**config.mk**
```make
export PLATFORM = sky130hd
export DESIGN_NAME = router_fsm_ctrl
export DESIGN_NICKNAME = d
export VERILOG_FILES = /design/src/rtl/router_pkg.sv /design/src/rtl/router_fsm_ctrl.sv
export SDC_FILE = /design/constraint.sdc
export NUM_CORES = 1
export LEC_CHECK = 0
export CORE_UTILIZATION = 44
export DETAILED_ROUTE_END_ITERATION = 6
export PLACE_DENSITY = 0.84
export SLEW_MARGIN = 20
export SYNTH_ARGS = -nofsm -noshare
export SYNTH_HDL_FRONTEND = slang
export SYNTH_SLANG_ARGS = --single-unit
```
**constraint.sdc**
```tcl
create_clock -name clock -period 4.7 [get_ports clock]
set_input_delay 0.47 -clock clock [delete_from_list [all_inputs] [get_ports clock]]
set_output_delay 0.47 -clock clock [all_outputs]
set_load 0.02 [all_outputs]
```
**src/rtl/router_pkg.sv**
```systemverilog
`default_nettype none
// ============================================================================
//  Module      : router_pkg
//  Description : Shared definitions for the 1x3 router control path:
//                header field widths, state encodings and the Moore output
//                decode used by router_fsm_ctrl.
//  Revision    : 1.0  initial release
// ============================================================================
package router_pkg;

    localparam int ADDR_W    = 2;
    localparam int NUM_PORTS = 3;
    localparam int STATE_W   = 3;

    localparam logic [ADDR_W-1:0] INVALID_ADDR = 2'b11;

    localparam logic [STATE_W-1:0] DECODE_ADDRESS     = 3'b000;
    localparam logic [STATE_W-1:0] LOAD_FIRST_DATA    = 3'b001;
    localparam logic [STATE_W-1:0] LOAD_DATA          = 3'b010;
    localparam logic [STATE_W-1:0] LOAD_PARITY        = 3'b011;
    localparam logic [STATE_W-1:0] CHECK_PARITY_ERROR = 3'b100;
    localparam logic [STATE_W-1:0] FIFO_FULL_STATE    = 3'b101;
    localparam logic [STATE_W-1:0] LOAD_AFTER_FULL    = 3'b110;
    localparam logic [STATE_W-1:0] WAIT_TILL_EMPTY    = 3'b111;

    // Strobe bundle driven by the sequencing FSM
    typedef struct packed {
        logic detect_add;
        logic lfd_state;
        logic ld_state;
        logic laf_state;
        logic full_state;
        logic write_enb_reg;
        logic rst_int_reg;
        logic busy;
    } fsm_out_t;

    // Selects the per-port flag addressed by a header; the invalid address
    // selects nothing so it can never trigger a transition.
    function automatic logic port_bit(input logic [NUM_PORTS-1:0] flags,
                                      input logic [ADDR_W-1:0]    addr);
        logic r;
        r = 1'b0;
        case (addr)
            2'd0:    r = flags[0];
            2'd1:    r = flags[1];
            2'd2:    r = flags[2];
            default: r = 1'b0;
        endcase
        return r;
    endfunction

    // Moore output decode: every strobe is a pure function of the state
    function automatic fsm_out_t decode_outputs(input logic [STATE_W-1:0] state);
        fsm_out_t o;
        o = '0;
        case (state)
            DECODE_ADDRESS: begin
                o.detect_add = 1'b1;
            end
            LOAD_FIRST_DATA: begin
                o.lfd_state = 1'b1;
                o.busy      = 1'b1;
            end
            LOAD_DATA: begin
                o.ld_state      = 1'b1;
                o.write_enb_reg = 1'b1;
            end
            LOAD_PARITY: begin
                o.write_enb_reg = 1'b1;
                o.busy          = 1'b1;
            end
            CHECK_PARITY_ERROR: begin
                o.rst_int_reg = 1'b1;
                o.busy        = 1'b1;
            end
            FIFO_FULL_STATE: begin
                o.full_state = 1'b1;
                o.busy       = 1'b1;
            end
            LOAD_AFTER_FULL: begin
                o.laf_state     = 1'b1;
                o.write_enb_reg = 1'b1;
                o.busy          = 1'b1;
            end
            WAIT_TILL_EMPTY: begin
                o.busy = 1'b1;
            end
            default: o = '0;
        endcase
        return o;
    endfunction

endpackage
`default_nettype wire

```
**src/rtl/router_fsm_ctrl.sv**
```systemverilog
`default_nettype none
// ============================================================================
//  Module      : router_fsm_ctrl
//  Description : Packet-sequencing controller for the 1x3 router. Decodes the
//                header address and drives the write-side datapath strobes
//                and the upstream busy stall, one packet at a time.
//                Optional feature macro: ROUTER_FSM_SOFT_RESET_EN -- when
//                defined, a soft reset of the addressed port aborts the
//                packet and returns to DECODE_ADDRESS.
//  Revision    : 1.0  initial release
// ============================================================================
module router_fsm_ctrl
    import router_pkg::*;
(
    input  logic              clock,
    input  logic              reset,
    input  logic              pkt_valid,
    input  logic [ADDR_W-1:0] data_in,
    input  logic              fifo_full,
    input  logic              fifo_empty_0,
    input  logic              fifo_empty_1,
    input  logic              fifo_empty_2,
    input  logic              soft_reset_0,
    input  logic              soft_reset_1,
    input  logic              soft_reset_2,
    input  logic              parity_done,
    input  logic              low_pkt_valid,
    output logic              detect_add,
    output logic              lfd_state,
    output logic              ld_state,
    output logic              laf_state,
    output logic              full_state,
    output logic              write_enb_reg,
    output logic              rst_int_reg,
    output logic              busy,
    output logic [STATE_W-1:0] fsm_state
);

    logic [STATE_W-1:0]   r_state;
    logic [STATE_W-1:0]   w_next_state;
    logic [ADDR_W-1:0]    r_addr_q;
    fsm_out_t             r_out;
    logic [NUM_PORTS-1:0] w_empty_vec;
    logic                 w_hdr_empty;
    logic                 w_held_empty;
    logic                 w_soft_hit;

    assign w_empty_vec  = {fifo_empty_2, fifo_empty_1, fifo_empty_0};
    assign w_hdr_empty  = port_bit(w_empty_vec, data_in);
    assign w_held_empty = port_bit(w_empty_vec, r_addr_q);

`ifdef ROUTER_FSM_SOFT_RESET_EN
    // Only the port owning the current packet may abort it
    assign w_soft_hit = port_bit({soft_reset_2, soft_reset_1, soft_reset_0}, r_addr_q);
`else
    logic w_unused_soft;
    assign w_unused_soft = soft_reset_0 ^ soft_reset_1 ^ soft_reset_2;
    assign w_soft_hit    = 1'b0;
`endif

    // Next-state selection; soft-reset abort outranks every normal transition
    always_comb begin
        w_next_state = r_state;
        if (w_soft_hit) begin
            w_next_state = DECODE_ADDRESS;
        end else begin
            case (r_state)
                DECODE_ADDRESS: begin
                    if (pkt_valid && (data_in != INVALID_ADDR)) begin
                        w_next_state = w_hdr_empty ? LOAD_FIRST_DATA : WAIT_TILL_EMPTY;
                    end
                end
                LOAD_FIRST_DATA: begin
                    w_next_state = LOAD_DATA;
                end
                LOAD_DATA: begin
                    // A full FIFO wins over the end-of-payload indication
                    if (fifo_full) begin
                        w_next_state = FIFO_FULL_STATE;
                    end else if (!pkt_valid) begin
                        w_next_state = LOAD_PARITY;
                    end
                end
                LOAD_PARITY: begin
                    w_next_state = CHECK_PARITY_ERROR;
                end
                CHECK_PARITY_ERROR: begin
                    w_next_state = fifo_full ? FIFO_FULL_STATE : DECODE_ADDRESS;
                end
                FIFO_FULL_STATE: begin
                    if (!fifo_full) begin
                        w_next_state = LOAD_AFTER_FULL;
                    end
                end
                LOAD_AFTER_FULL: begin
                    if (parity_done) begin
                        w_next_state = DECODE_ADDRESS;
                    end else if (low_pkt_valid) begin
                        w_next_state = LOAD_PARITY;
                    end else begin
                        w_next_state = LOAD_DATA;
                    end
                end
                WAIT_TILL_EMPTY: begin
                    if (w_held_empty) begin
                        w_next_state = LOAD_FIRST_DATA;
                    end
                end
                default: w_next_state = DECODE_ADDRESS;
            endcase
        end
    end

    // State, header address and strobes registered together; strobes are
    // decoded from the next state so they line up with the state register
    always_ff @(posedge clock) begin
        if (reset) begin
            r_state  <= DECODE_ADDRESS;
            r_addr_q <= '0;
            r_out    <= decode_outputs(DECODE_ADDRESS);
        end else begin
            r_state <= w_next_state;
            r_out   <= decode_outputs(w_next_state);
            if ((r_state == DECODE_ADDRESS) && pkt_valid) begin
                r_addr_q <= data_in;
            end
        end
    end

    assign detect_add    = r_out.detect_add;
    assign lfd_state     = r_out.lfd_state;
    assign ld_state      = r_out.ld_state;
    assign laf_state     = r_out.laf_state;
    assign full_state    = r_out.full_state;
    assign write_enb_reg = r_out.write_enb_reg;
    assign rst_int_reg   = r_out.rst_int_reg;
    assign busy          = r_out.busy;
    assign fsm_state     = r_state;

endmodule
`default_nettype wire

```
**After elaboration in Yosys (flattened, before gate mapping)**

Index checks and enable logic that the tools add are counted.

- Register bits after elaboration: 13
- Output and inout bits: 11

- Equality and inequality tests: 19
- Muxes and demuxes: 20
- Reductions and logical operators: 8

Operators with widths:

| kind | number |
|---|---|
| equality test 3 bit (second input constant) | 8 |
| case mux 3 bit (8 select lines) | 1 |
| two-way mux 3 bit | 7 |
| equality test 3 x 2 -> 1 bit (second input constant) | 4 |
| two-way mux 1 bit | 9 |
| equality test 3 x 1 -> 1 bit (second input constant) | 2 |
| logical NOT 3 bit | 2 |
| case mux 1 bit (3 select lines) | 2 |
| OR reduction 6 bit | 1 |
| equality test 2 x 1 -> 1 bit (second input constant) | 2 |
| equality test 2 bit (second input constant) | 2 |
| logical NOT 2 bit | 2 |
| OR reduction 3 bit | 1 |
| logical AND 1 bit | 2 |
| two-way mux 2 bit | 1 |
| != test 2 bit (second input constant) | 1 |

**Longest topological paths before layout**

- Word-level depth: 8
- Depth in mapped cells: 5
- Depth with buffers taken out: 4

**Worst setup path after synthesis**

Ideal clock, no wire load.

- Kind: flip-flop to flip-flop
- From: reg r_state[2] (netlist: fsm_state[2])
- To: reg r_out, in the netlist detect_add
- Setup time: 115 ps
- Arrival: 1,496 ps
- Path slack: 3,089 ps
- Stages on the path, launching flop included: 6
- Clock period less this slack: 1,611 ps
- Cell sequence: dfxtp_1 > buf_6 > nor4b_4 > nand4_2 > and4_1 > a31o_1

- Word-level cells in the longest chain between the ends: 5

RTL lines:

| item | line | RTL |
|---|---|---|
| from (decl) | router_fsm_ctrl.sv:39 | `logic [STATE_W-1:0] r_state;` |
| from (signal assigned) | router_fsm_ctrl.sv:122 | `r_state <= w_next_state;` |
| two-way mux 3 bit | router_fsm_ctrl.sv:80 | `end else if (!pkt_valid) begin` |
| two-way mux 3 bit | router_fsm_ctrl.sv:78 | `if (fifo_full) begin` |
| case mux 3 bit (8 select lines) * | router_fsm_ctrl.sv:67 | `case (r_state)` |
| logical NOT 3 bit * | router_pkg.sv:57 | `case (state)` |
| two-way mux 1 bit * | router_pkg.sv:57 |  |
| to (signal assigned) | router_fsm_ctrl.sv:120 | `r_out <= decode_outputs(DECODE_ADDRESS);` |
| to (signal assigned) | router_fsm_ctrl.sv:123 | `r_out <= decode_outputs(w_next_state);` |
| to (decl) | router_fsm_ctrl.sv:42 | `fsm_out_t r_out;` |

Mark *: on every way between the ends. The rest lies on a longest branch, timed or not.
A chain may end at the register's enable or synchronous reset.

**Final worst setup path**

- From: reg r_state[1] (netlist: fsm_state[1])
- To: out fsm_state[1]

RTL lines:

| item | line | RTL |
|---|---|---|
| to (decl) | router_fsm_ctrl.sv:36 | `output logic [STATE_W-1:0] fsm_state` |

No word-level cell between the ends.

==> impl_metrics.ini <==
[run_status]
status = finished clean

[detailed_routing]
drc = 0
vias_per_cell = 5.371
drt_iter0_drc = 10
wl_mm = 1.078
dr.pass1.iters = 2
ant_nets = 0
vias = 521
wl_per_cell_um = 11.11

[cts]
clock-sinks = 13
clock_latency_ns = 0.27
post-cts-setup-buffers = 0
ctsLongestPathBuffers = 2
cts-resized-gates = 0
cts_buffers = 3
clk_pin_slew_worst_paths_ns = 0.07
clock_tree.root_cell = clkbuf_4
holdBufCountCts = 0
cts_max_level = 1
cts_tree = done

[timing]
period_share_pct = 41.82
fin_crit_ns = 1.965
fin_setup_tns_ns = 0
fmax_mhz = 508.8
worst_pin_slew_ns = 0.3977
relSlewSlack_pct = 73.37
finalSetupViolCount = 0
finalClockSkew_ns = 0.001604
hold_violations = 0
slew_violations = 0
rsz0062_at_grt = no

[global_routing]
overflow = 0
grt_max_degree = 11
grtUsageTotal_pct = 17.51
grt_pass1_wl_mm = 1.766
antenna_found_initial = 0
grt_pass1_vias = 427

[logic_synthesis]
yosysTopAreaCell = dfxtp_1
syn_nets = 74
syn_area_per_cell_um2 = 10.28
synth_edf_count = 0
netlist.area_leader.share_pct = 42.19
synthArstFlopShare_pct = 0
ys.warnings.count = 0
synthTopCellsByCount = dfxtp_1 (13), nor2_1 (6), and3_1 (3), mux2i_1 (3)
synth_seq_area_share_pct = 42.19
ys_ff_latch = 13
synth_most_common_cell = dfxtp_1
synth.distinct_cells = 35
syn_area_um2 = 616.8
synth_area_leaders = dfxtp_1 (42%), mux2i_1 (4.9%), nor4b_4 (3.9%), nor2_1 (3.7%), and3_1 (3.0%)
ys.flop_type = dfxtp_1
synthesis.instances = 60

[critical_path]
start_kind = flop
arrival_ns = 1.50
crit_path_cell_trace = clkdlybuf4s50_1
worst_ep_required_time_ns = 4.23
crit_cells = 1
max_stage_delay_ns = 0.68
critPathTopFamily = buffers and inverters
r2r_slack_ns = 3.07
cp_num_buf_inv = 1
r2r_cells = 4
worstSetupEndpointType = output pin
critical_path_class = flop to output pin
crit_fanout = 10
crit_path_top_delay_cell = clkdlybuf4s50_1

[place]
io_buffer_count = 21
dpl_cell_area_um2 = 825.8
hpwl_um = 839
gp_congestion = 0.7835

[floorplanning]
die_x_um = 39.44
core_um2 = 1301
start_util_pct = 47.40
ios = 25
fp-row-count = 13
die-area_um2 = 1556
floorplan.die.height_um = 39.44

[pwr]
cellLeakagePower_nw = 0.3318
peakVddDrop_uv = 258.7
power_density_nw_per_um2 = 472.5

[job]
drv_cap = 0

[cells_and_area]
syn_to_final_growth_pct = 38.13
drive_above_1_share_pct = 9.756
fill_cells = 125
fin_nets = 97
fin_area_um2 = 852.1
largest_register_ff_count = 3
antenna_cells = 0

[min_path]
hp-class = flop to flop
holdPathStages = 2
-- kinds of logic after synthesis --
kind of cell / count (synthesis) / share of synthesized area (%)
AND/OR/NAND/NOR: 29 / 35.70
flip-flops: 13 / 42.19
AO/OA/AOI/OAI: 10 / 11.97
buffers and inverters: 4 / 3.852
multiplexers: 3 / 4.868
XOR/XNOR: 1 / 1.420
-- per-layer routing --
metal | up-vias | global-route usage, % | share of wire [%]
met5 | - | 0 | 0
met4 | 0 | 5.172 | 0.65
met3 | 2 | 10.23 | 5.7
met2 | 14 | 25.82 | 49
met1 | 235 | 21.11 | 45
li1 | 270 | - | -
-- worst paths after layout --
check,endpoint,from
max,fsm_state[1],fsm_state[1]$_SDFF_PP0_
min,r_addr_q[1]$_SDFFE_PP0P_,r_addr_q[1]$_SDFFE_PP0P_
max reg2reg,detect_add$_SDFF_PP1_,fsm_state[2]$_SDFF_PP0_
min reg2reg,r_addr_q[1]$_SDFFE_PP0P_,r_addr_q[1]$_SDFFE_PP0P_
-- stage by stage --
stage	util (%)	setup WS, ns	hold slack (ns)	total power, mW	std cells
floorplan	-	3.089	0.4839	0.2769	60
global placement	63.46	2.641	0.5115	0.3377	93
detailed placement	63.46	2.619	0.5303	0.3407	93
CTS	65.48	2.735	0.5456	0.4077	97
global route	65.48	2.663	0.5884	0.4322	97
finish	65.48	2.735	0.5405	0.4026	97
-- final cells by class --
class	instances	area, µm²	share of cell area (%)
Multi-Input combinational cell	43	332.8	39.06
Sequential cell	13	260.3	30.54
Timing Repair Buffer	21	210.2	24.67
Clock buffer	4	26.28	3.084
Tap cell	15	18.77	2.203
Inverter	1	3.754	0.4405
-- placed cells by master, fill, tap and decap left out, drive strengths merged --
| master | synthesis | final |
|---|---|---|
| nor4b | 3 | 3 |
| o211a | 1 | 1 |
| dfxtp | 13 | 13 |
| o311a | 1 | 1 |
| a31o | 1 | 1 |
| nor3b | 1 | 1 |
| clkbuf | 0 | 4 |
| o21ai | 1 | 1 |
| o211ai | 1 | 1 |
| nand4 | 2 | 2 |
| nor4 | 1 | 1 |
| nor2b | 2 | 2 |
| and4 | 2 | 2 |
| nor4bb | 1 | 1 |
| xor2 | 1 | 1 |
| nand3 | 1 | 1 |
| mux2i | 3 | 3 |
| nor2 | 6 | 6 |
| and2 | 1 | 1 |
| nand2b | 1 | 1 |
| inv | 1 | 1 |
| nand3b | 1 | 1 |
| o221ai | 1 | 1 |
| and3 | 4 | 4 |
| a21oi | 2 | 2 |
| nand2 | 2 | 2 |
| a22oi | 1 | 1 |
| or3b | 1 | 1 |
| clkdlybuf4s50 | 0 | 21 |
| a31oi | 1 | 1 |
-- where the power goes --
| group | internal, mW | switching [mW] |
|---|---|---|
| combinational | 0.0914 | 0.0868 |
| clock | 0.0329 | 0.0328 |
| sequential | 0.136 | 0.0228 |
| total | 0.260 | 0.142 |
Power figures use the tool's default switching activity.
